--- config.mk ---
export PLATFORM = sky130hd
export DESIGN_NAME = stream_unpacker_flat
export DESIGN_NICKNAME = d
export VERILOG_FILES = /design/src/rtl/ebpc_pkg.sv /design/src/rtl/stream_unpacker_if.sv /design/src/rtl/stream_unpacker_shift.sv /design/src/rtl/stream_unpacker.sv /design/src/flat_wrapper.sv
export SDC_FILE = /design/constraint.sdc
export NUM_CORES = 1
export LEC_CHECK = 0
export CAP_MARGIN = 40
export CORE_MARGIN = 2
export CORE_UTILIZATION = 40
export CTS_CLUSTER_SIZE = 25
export DETAILED_ROUTE_END_ITERATION = 10
export PLACE_DENSITY = 0.57
export SLEW_MARGIN = 25
export SYNTH_ARGS = -nofsm -noshare
export SYNTH_HDL_FRONTEND = slang
export SYNTH_SLANG_ARGS = --single-unit
--- constraint.sdc ---
create_clock -name clk_i -period 9 [get_ports clk_i]
set_clock_uncertainty 0.1 [all_clocks]
set_input_delay 0.9 -clock clk_i [delete_from_list [all_inputs] [get_ports clk_i]]
set_output_delay 0.9 -clock clk_i [all_outputs]
set_load 0.005 [all_outputs]
--- src/rtl/ebpc_pkg.sv ---
// Shared types and default widths for the EBPC decoder datapath.
package ebpc_pkg;

    typedef enum logic [1:0] {
        IDLE  = 2'd0,
        RUN   = 2'd1,
        DRAIN = 2'd2
    } unpack_state_t;

    localparam int DEF_IN_W  = 32;
    localparam int DEF_OUT_W = 32;
    localparam int DEF_DEPTH = 3;

endpackage

--- src/rtl/stream_unpacker_if.sv ---
// Input-word and output-window handshake bundle of the stream unpacker.
interface stream_unpacker_if #(
    parameter int IN_W   = 32,
    parameter int OUT_W  = 32,
    parameter int DEPTH  = 3,
    parameter int LEN_W  = $clog2(OUT_W) + 1,
    parameter int FILL_W = $clog2(DEPTH * IN_W) + 1
);
    logic [IN_W-1:0]   data_i;
    logic              last_i;
    logic              vld_i;
    logic              rdy_o;
    logic [OUT_W-1:0]  data_o;
    logic [FILL_W-1:0] fill_o;
    logic [LEN_W-1:0]  len_i;
    logic              align_i;
    logic              vld_o;
    logic              rdy_i;
    logic              last_o;

    modport slave (
        input  data_i, last_i, vld_i, len_i, align_i, rdy_i,
        output rdy_o, data_o, fill_o, vld_o, last_o
    );

    modport master (
        output data_i, last_i, vld_i, len_i, align_i, rdy_i,
        input  rdy_o, data_o, fill_o, vld_o, last_o
    );
endinterface

--- src/rtl/stream_unpacker_shift.sv ---
// Combinational variable-amount shifter over the whole buffer, zero-filling.
module stream_unpacker_shift #(
    parameter int W     = 96,
    parameter int AMT_W = 8
) (
    input  logic [W-1:0]     data_i,
    input  logic [AMT_W-1:0] amt_i,
    input  logic             left_i,
    output logic [W-1:0]     data_o
);
    always_comb begin
        if (left_i) data_o = data_i << amt_i;
        else        data_o = data_i >> amt_i;
    end
endmodule

--- src/rtl/stream_unpacker.sv ---
// Variable-length bit-stream unpacker: MSB-aligned multi-word buffer, window on top,
// per-transfer consume, word-alignment skip and end-of-stream draining.
module stream_unpacker
    import ebpc_pkg::*;
#(
    parameter int IN_W   = DEF_IN_W,
    parameter int OUT_W  = DEF_OUT_W,
    parameter int DEPTH  = DEF_DEPTH,
    parameter int LEN_W  = $clog2(OUT_W) + 1,
    parameter int FILL_W = $clog2(DEPTH * IN_W) + 1
) (
    input  logic clk_i,
    input  logic rst_i,
    input  logic clr_i,
    stream_unpacker_if.slave bus
);
    localparam int BUF_W = DEPTH * IN_W;
    localparam logic [FILL_W-1:0] IN_W_F     = FILL_W'(IN_W);
    localparam logic [FILL_W-1:0] ROOM_F     = FILL_W'(BUF_W - IN_W);
    localparam logic [FILL_W-1:0] ALIGN_MASK = FILL_W'(IN_W - 1);

    if ((IN_W & (IN_W - 1)) != 0) begin : g_chk_in_pow2
        $error("stream_unpacker: IN_W must be a power of two");
    end
    if (OUT_W > IN_W) begin : g_chk_out_w
        $error("stream_unpacker: OUT_W must not exceed IN_W");
    end
    if (DEPTH < 2) begin : g_chk_depth
        $error("stream_unpacker: DEPTH must be at least 2");
    end

    unpack_state_t     state_q, state_d;
    logic [BUF_W-1:0]  buf_q, buf_d, buf_drop, ins_word, ins_shift;
    logic [FILL_W-1:0] fill_q, fill_d, len_f, take, fill_c, drop_amt, fill_a;
    logic              vld, rdy, out_xfer, in_xfer, align_now;

    assign len_f     = FILL_W'(bus.len_i);
    assign rdy       = !rst_i && !clr_i && (state_q != DRAIN) && (fill_q <= ROOM_F);
    assign out_xfer  = vld && bus.rdy_i;
    assign in_xfer   = bus.vld_i && rdy;
    assign align_now = bus.rdy_i && bus.align_i;

    always_comb begin
        case (state_q)
            RUN:     vld = (fill_q >= len_f) && (fill_q != '0);
            DRAIN:   vld = (fill_q != '0);
            default: vld = 1'b0;
        endcase
    end

    // Consume and align collapse into one left shift; align counts from the post-consume fill.
    assign take     = out_xfer ? ((len_f < fill_q) ? len_f : fill_q) : '0;
    assign fill_c   = fill_q - take;
    assign drop_amt = take + (align_now ? (fill_c & ALIGN_MASK) : '0);
    assign fill_a   = fill_q - drop_amt;
    assign ins_word = {bus.data_i, {(BUF_W - IN_W){1'b0}}};

    stream_unpacker_shift #(.W(BUF_W), .AMT_W(FILL_W)) u_consume (
        .data_i (buf_q),
        .amt_i  (drop_amt),
        .left_i (1'b1),
        .data_o (buf_drop)
    );

    stream_unpacker_shift #(.W(BUF_W), .AMT_W(FILL_W)) u_insert (
        .data_i (ins_word),
        .amt_i  (fill_a),
        .left_i (1'b0),
        .data_o (ins_shift)
    );

    always_comb begin
        buf_d   = in_xfer ? (buf_drop | ins_shift) : buf_drop;
        fill_d  = in_xfer ? (fill_a + IN_W_F) : fill_a;
        state_d = state_q;
        case (state_q)
            IDLE:    if (in_xfer) state_d = bus.last_i ? DRAIN : RUN;
            RUN:     if (in_xfer && bus.last_i) state_d = DRAIN;
            DRAIN:   if (fill_a == '0) state_d = IDLE;
            default: state_d = IDLE;
        endcase
    end

    always_ff @(posedge clk_i) begin
        if (rst_i || clr_i) begin
            state_q <= IDLE;
            buf_q   <= '0;
            fill_q  <= '0;
        end else begin
            state_q <= state_d;
            buf_q   <= buf_d;
            fill_q  <= fill_d;
        end
    end

    always_ff @(posedge clk_i) begin
        if (!rst_i && bus.rdy_i) begin
            assert (bus.len_i <= LEN_W'(OUT_W))
            else $error("stream_unpacker: len_i exceeds OUT_W");
        end
    end

    assign bus.rdy_o  = rdy;
    assign bus.vld_o  = vld;
    assign bus.last_o = (state_q == DRAIN) && (fill_q <= len_f) && vld;
    assign bus.data_o = buf_q[BUF_W-1 -: OUT_W];
    assign bus.fill_o = fill_q;
endmodule

--- src/flat_wrapper.sv ---
// flat-port wrapper written by rule: the top's interface ports become plain ports
module stream_unpacker_flat import ebpc_pkg::*;
#(
    parameter int IN_W   = DEF_IN_W,
    parameter int OUT_W  = DEF_OUT_W,
    parameter int DEPTH  = DEF_DEPTH,
    parameter int LEN_W  = $clog2(OUT_W) + 1,
    parameter int FILL_W = $clog2(DEPTH * IN_W) + 1
)
  (clk_i, rst_i, clr_i, bus_data_i, bus_last_i, bus_vld_i, bus_len_i, bus_align_i, bus_rdy_i, bus_rdy_o, bus_data_o, bus_fill_o, bus_vld_o, bus_last_o);
  stream_unpacker_if #(.IN_W(IN_W), .OUT_W(OUT_W), .DEPTH(DEPTH), .LEN_W(LEN_W), .FILL_W(FILL_W)) bus_i ();
  input  logic clk_i;
  input  logic rst_i;
  input  logic clr_i;
  input wire logic [$bits(bus_i.data_i)-1:0] bus_data_i;
  input wire logic [$bits(bus_i.last_i)-1:0] bus_last_i;
  input wire logic [$bits(bus_i.vld_i)-1:0] bus_vld_i;
  input wire logic [$bits(bus_i.len_i)-1:0] bus_len_i;
  input wire logic [$bits(bus_i.align_i)-1:0] bus_align_i;
  input wire logic [$bits(bus_i.rdy_i)-1:0] bus_rdy_i;
  output wire logic [$bits(bus_i.rdy_o)-1:0] bus_rdy_o;
  output wire logic [$bits(bus_i.data_o)-1:0] bus_data_o;
  output wire logic [$bits(bus_i.fill_o)-1:0] bus_fill_o;
  output wire logic [$bits(bus_i.vld_o)-1:0] bus_vld_o;
  output wire logic [$bits(bus_i.last_o)-1:0] bus_last_o;
  assign bus_i.data_i = bus_data_i;
  assign bus_i.last_i = bus_last_i;
  assign bus_i.vld_i = bus_vld_i;
  assign bus_i.len_i = bus_len_i;
  assign bus_i.align_i = bus_align_i;
  assign bus_i.rdy_i = bus_rdy_i;
  assign bus_rdy_o = bus_i.rdy_o;
  assign bus_data_o = bus_i.data_o;
  assign bus_fill_o = bus_i.fill_o;
  assign bus_vld_o = bus_i.vld_o;
  assign bus_last_o = bus_i.last_o;
  stream_unpacker #(.IN_W(IN_W), .OUT_W(OUT_W), .DEPTH(DEPTH), .LEN_W(LEN_W), .FILL_W(FILL_W)) u_core (.clk_i(clk_i), .rst_i(rst_i), .clr_i(clr_i), .bus(bus_i));
endmodule
# ---- Word level (Yosys, flattened, before mapping)
# Cells that the tools add are included.
dict set report op_classes {
  magnitude_cmp 4
  bitwise_logic 1
  n_reduce_logical 17
  eq_ne 6
  addsub 4
  muxes 11
  shifts 2
}
# cell n
set ops {}
lappend ops {{96-bit 2-to-1 mux} 1}
lappend ops {{96-bit OR} 1}
lappend ops {{96-bit by 8-bit << shifter with 96-bit output} 1}
lappend ops {{96-bit by 8-bit >> shifter with 96-bit output} 1}
lappend ops {{8-bit 2-to-1 mux} 3}
lappend ops {{1-bit logical AND} 10}
lappend ops {{8-bit by 5-bit adder with 8-bit output} 1}
lappend ops {{8-bit by 6-bit adder with 8-bit output, second input constant} 1}
lappend ops {{8-bit by 6-bit greater-or-equal comparator with 1-bit output} 1}
lappend ops {{8-bit by 6-bit <= comparator with 1-bit output} 1}
lappend ops {{8-bit by 7-bit <= comparator with 1-bit output, second input constant} 1}
lappend ops {{8-bit zero test} 1}
lappend ops {{6-bit by 8-bit < comparator with 1-bit output} 1}
lappend ops {{2-bit 2-to-1 mux} 4}
lappend ops {{8-bit nonzero test} 1}
lappend ops {{8-bit subtractor} 1}
lappend ops {{2-bit by 1-bit inequality test with 1-bit output, second input constant} 3}
lappend ops {{2-bit case mux with 3 select lines} 1}
lappend ops {{5-bit 2-to-1 mux} 1}
lappend ops {{5-bit subtractor} 1}
lappend ops {{3-bit AND reduction} 1}
lappend ops {{2-bit by 1-bit equality test with 1-bit output, second input constant} 1}
lappend ops {{2-bit equality test, second input constant} 1}
lappend ops {{1-bit zero test} 2}
lappend ops {{other kinds (4)} 4}
dict set report totals {
  wordCells 48
  out_inout_bits 43
  ff_bits 106
  input_bits 45
}

# ---- Depth between registers and ports, before layout
# Gate-level depths: netlist of the first run.
dict set report logic_depth {
  ltp_word 12
  mapped_depth 41
  depth_no_buf 32
}

# ---- By module
# A second synthesis of the first run with hierarchy kept.
dict set report hier_totals {
  hier_cells 3794
  area_unflattened_um2 32816.5
}
# mod seq_area_each_um2 instances area_each_um2 cells_per_inst
set by_module_without_submodules {}
lappend by_module_without_submodules {stream_unpacker_shift 0.0 2 14108.5 1632}
lappend by_module_without_submodules {stream_unpacker 2122.0 1 4599.4 530}

# ---- Worst setup path after synthesis of the first run
# No wires, ideal clock.
dict set report synth_path {
  kind {in2reg}
  from {input bus_len_i[5]}
  to {register u_core.buf_q[26]}
  required_ps 8766
  setup_time_ps 134
  stages 33
  t_arrival_ps 7772
  path_slack_ps 994
  n_path_buf 6
  cell_sequence {ha_1 a211oi_2 nand2_1 o21ai_1 buf_4 o21ai_1 or2_2 fa_1 a21o_1 a21oi_1 xnor2_1 xnor2_1 nor2_1 ha_1 xnor2_1 clkinv_1 buf_1 clkbuf_1 clkbuf_1 ha_1 inv_1 a21oi_1 or2_2 a211oi_1 nor2_1 o21ai_0 o311a_1 xor2_1 buf_2 buf_2 nor3_1 a31oi_1 o22ai_1}
}
dict set report synth_between {
  elab_chain_cells 12
  word_cells_on_any_way 15
  cone_classes {add/sub: 3; order compare: 2; shift: 2; mux: 5; bitwise: 1; reduce/logical: 2}
}
# element line
set synth_rtl {}
lappend synth_rtl {{from (decl)} flat_wrapper.sv:18} ;# input wire logic [$bits(bus_i.len_i)-1:0] bus_len_i;
lappend synth_rtl {{8-bit by 6-bit greater-or-equal comparator with 1-bit output} stream_unpacker.sv:45} ;# RUN: vld = (fill_q >= len_f) && (fill_q != '0);
lappend synth_rtl {{1-bit logical AND} stream_unpacker.sv:45}
lappend synth_rtl {{1-bit case mux with 2 select lines} stream_unpacker.sv:44} ;# case (state_q)
lappend synth_rtl {{1-bit logical AND} stream_unpacker.sv:39} ;# assign out_xfer = vld && bus.rdy_i;
lappend synth_rtl {{8-bit 2-to-1 mux *} stream_unpacker.sv:52} ;# assign take = out_xfer ? ((len_f < fill_q) ? len_f : fill_q) : '0;
lappend synth_rtl {{5-bit subtractor} stream_unpacker.sv:53} ;# assign fill_c = fill_q - take;
lappend synth_rtl {{5-bit 2-to-1 mux} stream_unpacker.sv:54} ;# assign drop_amt = take + (align_now ? (fill_c & ALIGN_MASK) : '0);
lappend synth_rtl {{8-bit by 5-bit adder with 8-bit output *} stream_unpacker.sv:54}
lappend synth_rtl {{8-bit subtractor} stream_unpacker.sv:55} ;# assign fill_a = fill_q - drop_amt;
lappend synth_rtl {{96-bit by 8-bit >> shifter with 96-bit output} stream_unpacker_shift.sv:13} ;# else data_o = data_i >> amt_i;
lappend synth_rtl {{96-bit OR} stream_unpacker.sv:73} ;# buf_d = in_xfer ? (buf_drop | ins_shift) : buf_drop;
lappend synth_rtl {{96-bit 2-to-1 mux *} stream_unpacker.sv:73}
lappend synth_rtl {{to (signal assigned)} stream_unpacker.sv:91} ;# buf_q <= buf_d;
lappend synth_rtl {{to (decl)} stream_unpacker.sv:33} ;# logic [BUF_W-1:0] buf_q, buf_d, buf_drop, ins_word, ins_shift;
# Mark *: on every way between the ends. The rest lies on a longest branch, timed or not.
# A chain may end at the register's enable or synchronous reset.

# ---- Worst setup path after layout of the first run
dict set report layout_path {
  from {input bus_len_i[5]}
  to {register u_core.buf_q[74]}
}
# Same word-level chain as after synthesis.

==> flow_summary.toml, run 1 <==
[drt]
drc = 0
detail-route-antenna-nets = 0
wirelength_um = 67200
wl_per_cell_um = 31.0
drt-initial-drc-count = 2235
dr.pass1.iters = 6
avgViaCountPerCell = 6.74
vias = 14600

[layout]
nets = 1776
drive_gt1_frac = 0.148
post-route-util = 0.450
stdcell_count = 2166
syn2layout_area_growth_pct = 11.3
mostFrequentLayoutCells = "286 x mux2i_1, 237 x nand2_1, 138 x nor2_1"
antennaDiodeCount = 0
design_area_um2 = 15500
layout_commonest_cell = "mux2i_1"

[placed_design]
dp_hpwl_um = 54300
placed_area_um2 = 15000
place_worst_setup_slack_ns = 0.349
gp_congestion = 1.05
dpl.cell_count = 2146
place.port_buffers = 87

[die]
initial_utilization = 0.404
core-area_um2 = 34400
dieHeight_um = 190
rows = 68
die_area_um2 = 36200
pin_count = 88
die_width_um = 190

[power_and_ir_drop]
p_total_mw = 1.12
irDropWorstVdd_v = 0.0000905
cellPowerDensity_nw_per_um2 = 72.8
cellLeakagePower_nw = 5.78

[worst_setup_path]
critPathKind = "in -> reg"
path_max_fanout = 15
cp_data_required_time_ns = 9.16
cp-end-kind = "flop"
start_kind = "input pin"
cp_data_arrival_time_ns = 8.51
worst_path_max_delay_cell = "clkdlybuf4s50_1"
cp_slowest_stage_delay_ns = 0.57

[synthesis]
yosysSeqAreaShare = 0.153
synth_warnings = 0
synth_top_area_frac = 0.206
synth_area_leaders = "mux2i_1 21%, dfxtp_1 15%, mux4_2 11%"
synth_xor_area_frac = 0.0136
syn_area_per_cell_um2 = 8.14
synth_simple_gate_area_frac = 0.167
muxShareOfSynthArea = 0.357
synthArstFlopShare = 0
synth_edf_count = 0
synth_seq_cells = 106
syn_nets = 1775
synth_adder_area_share = 0.0249
synth-main-ff-cell = "dfxtp_1"
synth_top_family_by_area = "multiplexers"
synth_area_um2 = 13900
synth_compound_area_frac = 0.210
yosysTopAreaCell = "mux2i_1"
netlist_instances = 1705
synth.distinct_cells = 96

[sta]
fin_crit_ns = 8.35
holdWs_ns = 0.399
slew_viol_final = 0
worst_pin_slew_ns = 0.977
fmax_mhz = 120
fin_crit_sh = 0.927
totalNegativeSetupSlack_ns = 0
slew_headroom = 0.349
hold_viol_final = 0
fin_ws_ns = 0.655
setup_violations = 0
rsz0062_at_grt = "false"

[global_route]
grtUsageTotal = 0.365
grt_max_degree = 73
antenna_found_initial = 1
global_route.overflow_total = 0
grt_pass1_vias = 13600
grt_pass1_wl_um = 96200

[hold_path]
hp-class = "reg -> reg"

[clock_network]
cts.clk_slew.worst_paths_ns = 0.08
cts.sinks = 106
h-tree-depth = 3
cts_tree = "yes"
numCtsBuffers = 9
worstSkewPairLatency_ns = 0.38
cts_buffer_depth = 2
cts-root-buf = "clkbuf_16"

[status]
status = "completed"

[run]
cap_violations = 0
what timing repair did:
item                       4_1_cts  5_1_grt
setup buffers                    0        0
hold buffers                     0        0
gates resized for setup          0        2
setup endpoints to repair        0        2
critical path, delay by kind of cell:
kind / cells / cell delay, ns
fa+ha+maj: 4 / 1.46
xor+xnor: 2 / 0.34
mux: 1 / 0.08
compound gates: 9 / 2.18
simple gates: 11 / 2.48
buf+inv: 4 / 1.06
cell type report:
cell class / count / area, um^2
Tap cell: 455 / 569
Clock buffer: 9 / 225
Clock inverter: 7 / 86.3
Inverter: 30 / 123
Multi-Input combinational cell: 1399 / 10800
Fill cell: 3539 / 18900
Sequential cell: 106 / 2120
Timing Repair Buffer: 160 / 1520
power breakdown:
group          switching (mW)  total, mW  leakage, nW  internal, mW
Sequential            0.00837      0.483        0.856         0.475
Combinational           0.122      0.209         4.77        0.0868
Clock                   0.232      0.433        0.151         0.201
Total                   0.362       1.12         5.78         0.763
synth_stat cells, drive strengths merged (9+ instances only):
master / instances
nand3: 31
ha: 22
a22o: 12
nor4: 10
and2: 13
nor3: 42
or2: 12
nand2: 239
mux2: 49
nor2: 140
a31oi: 24
inv: 29
and3: 11
o211ai: 9
a2bb2oi: 13
a21oi: 86
o22ai: 55
mux4: 67
mux2i: 288
buf: 95
clkbuf: 75
o221ai: 14
o21ai: 85
a22oi: 22
xnor2: 14
a211oi: 21
dfxtp: 106
logic make-up (layout without fill, tap and decap cells):
family | after synthesis | count (layout)
compound gates | 429 | 429
xor+xnor | 19 | 19
buf+inv | 200 | 206
mux | 404 | 404
fa+ha+maj | 26 | 26
flops | 106 | 106
simple gates | 521 | 521
per-layer routing:
metal | GRT usage | share of wire
met3 | 0.0727 | 0.11
met4 | 0.137 | 0.044
met1 | 0.507 | 0.41
met5 | 0 | 0.00018
met2 | 0.557 | 0.43
path summary, 6_finish.rpt:
path | startpoint | endpoint | slack [ns] | cells past startpoint
worst max-delay path | bus_len_i[5] | u_core.buf_q[74] | 0.65 | 31
worst min-delay path | u_core.state_q[0] | u_core.state_q[0] | 0.40 | 2
worst max register to register | u_core.bus.fill_o[5] | u_core.buf_q[74] | 0.84 | 31
worst min register to register | u_core.state_q[0] | u_core.state_q[0] | 0.40 | 2
flip-flops by register name (all words and copies together), names as in the netlist:
signal,flops
u_core.buf_q,96
u_core.bus.fill_o,8
u_core.state_q,2
Power figures use the tool's default switching activity.
==> inputs of run 2 (changes only) <==
- CTS_CLUSTER_SIZE: 25 -> 16
==> results of run 2 <==
The final DEF is identical to that of run 1; final timing and power are the same.
==> inputs of run 3 (changes only) <==
- CORE_ASPECT_RATIO: not set -> 1.2
==> run 3 against run 2 <==
Compared with the run above: sequential share of layout area rose by 0.096 points; die area hardly changed; fmax rose by 0.15%; sequential cell count stayed put; critical endpoint is now u_core.buf_q[68]; highest routed layer is now met4; combinational power fell by 2%.
==> flow_summary.toml, run 3 (synthesis results as in run 1) <==
[sta]
holdWs_ns = 0.401
slew_headroom = 0.396
fin_crit_ns = 8.33
slew_viol_final = 0
totalNegativeSetupSlack_ns = 0
rsz0062_at_grt = "false"
worst_pin_slew_ns = 0.903
fin_crit_sh = 0.926
setup_violations = 0
fmax_mhz = 120
hold_viol_final = 0

[layout]
antennaDiodeCount = 0
mostFrequentLayoutCells = "286 x mux2i_1, 238 x nand2_1, 138 x nor2_1"
nets = 1768
design_area_um2 = 15400
n_fill_cell = 3425
drive_gt1_frac = 0.143
largest_reg_flops = 96
syn2layout_area_growth_pct = 10.5
max_flop_register = "u_core.buf_q"
layout_commonest_cell = "mux2i_1"
post-route-util = 0.449
stdcell_count = 2159

[drt]
vias = 14400
dr.pass1.iters = 6
drt-initial-drc-count = 1763
wl_per_cell_um = 31.3
avgViaCountPerCell = 6.69
detail-route-antenna-nets = 0
drc = 0
wirelength_um = 67600

[global_route]
grt_max_degree = 79
grt_pass1_vias = 13800
grt.met3_usage = 0.0581
grt.met1_usage = 0.480
grt_pass1_wl_um = 97300
grtUsageTotal = 0.365
top_usage_layer = "met2"
global_route.overflow_total = 0
use_met2 = 0.580
antenna_found_initial = 0

[power_and_ir_drop]
cellLeakagePower_nw = 5.72
cellPowerDensity_nw_per_um2 = 71.5
irDropWorstVdd_v = 0.0000888

[worst_setup_path]
cp-end-kind = "flop"
path_max_fanout = 60
worst_path_max_delay_cell = "buf_4"
cp_data_required_time_ns = 9.07
cp_data_arrival_time_ns = 8.40
cp_num_buf_inv = 6
start_kind = "input pin"
critPathKind = "in -> reg"
cp_top_family = "buffers and inverters"
cp_slowest_stage_delay_ns = 0.72

[hold_path]
hp-class = "reg -> reg"

[placed_design]
dpl.cell_count = 2138
gp_congestion = 1.03
dp_hpwl_um = 54500
place.port_buffers = 87
placed_area_um2 = 15000

[die]
die_width_um = 174
pin_count = 88
core-area_um2 = 34200
rows = 74
dieHeight_um = 208
initial_utilization = 0.406
die_area_um2 = 36200

[status]
status = "completed"

[clock_network]
cts.sinks = 106
cts-root-buf = "clkbuf_16"
cts_tree = "yes"
cts.clk_slew.worst_paths_ns = 0.07
cts_resized = 0
cts_hold_buffers = 0
cts_setup_buffers = 0
worstSkewPairLatency_ns = 0.39
cts_buffer_depth = 2
h-tree-depth = 3
numCtsBuffers = 9

[run]
cap_violations = 0
run 3: cell types whose count changed in the layout (fill, tap and decap cells not counted), sizes merged:
cell / change
buf: -7
clkbuf: +1
clkdlybuf4s18: -2
clkinv: -1
clkinvlp: +1
run 3: tightest hold or removal path: cells and delay by family, from the launching register on:
family | cells | cell delay [ns]
flops | 1 | 0.33
mux | 1 | 0.06
simple gates | 1 | 0.07
run 3: through the flow:
step / setup WS, ns / power (mW)
2_1_floorplan: 0.994 / 0.608
3_3_place_gp: 0.478 / 0.694
3_5_place_dp: 0.418 / 0.694
4_1_cts: 0.806 / 1.09
5_1_grt: 0.358 / 1.13
6_report: 0.667 / 1.10
run 3: final cells by class:
class	count	area, um^2	area share
repair buffers	152	1440	0.0939
clock buffers	9	225	0.0147
flip-flops and latches	106	2120	0.138
inverters	30	123	0.00799
multi-input cells	1399	10800	0.704
well taps	456	571	0.0372
clock inverters	7	57.6	0.00375
run 3: final timing paths:
path	depth (start not counted)	slack, ns	startpoint	endpoint
worst max-delay path	26	0.67	bus_len_i[5]	u_core.buf_q[68]
worst min-delay path	2	0.40	u_core.state_q[0]	u_core.state_q[0]
worst max register to register	26	0.79	u_core.bus.fill_o[5]	u_core.buf_q[68]
worst min register to register	2	0.40	u_core.state_q[0]	u_core.state_q[0]
run 3: metal layers:
layer,up-vias,part of all wire
met2,847,0.45
met4,0,0.059
met5,-,0
li1,6370,-
met1,7047,0.40
met3,183,0.087
run 3: where the power goes:
part           switching, mW  internal, mW
clock network          0.216         0.193
logic                  0.119        0.0855
registers            0.00963         0.475
total                  0.345         0.753
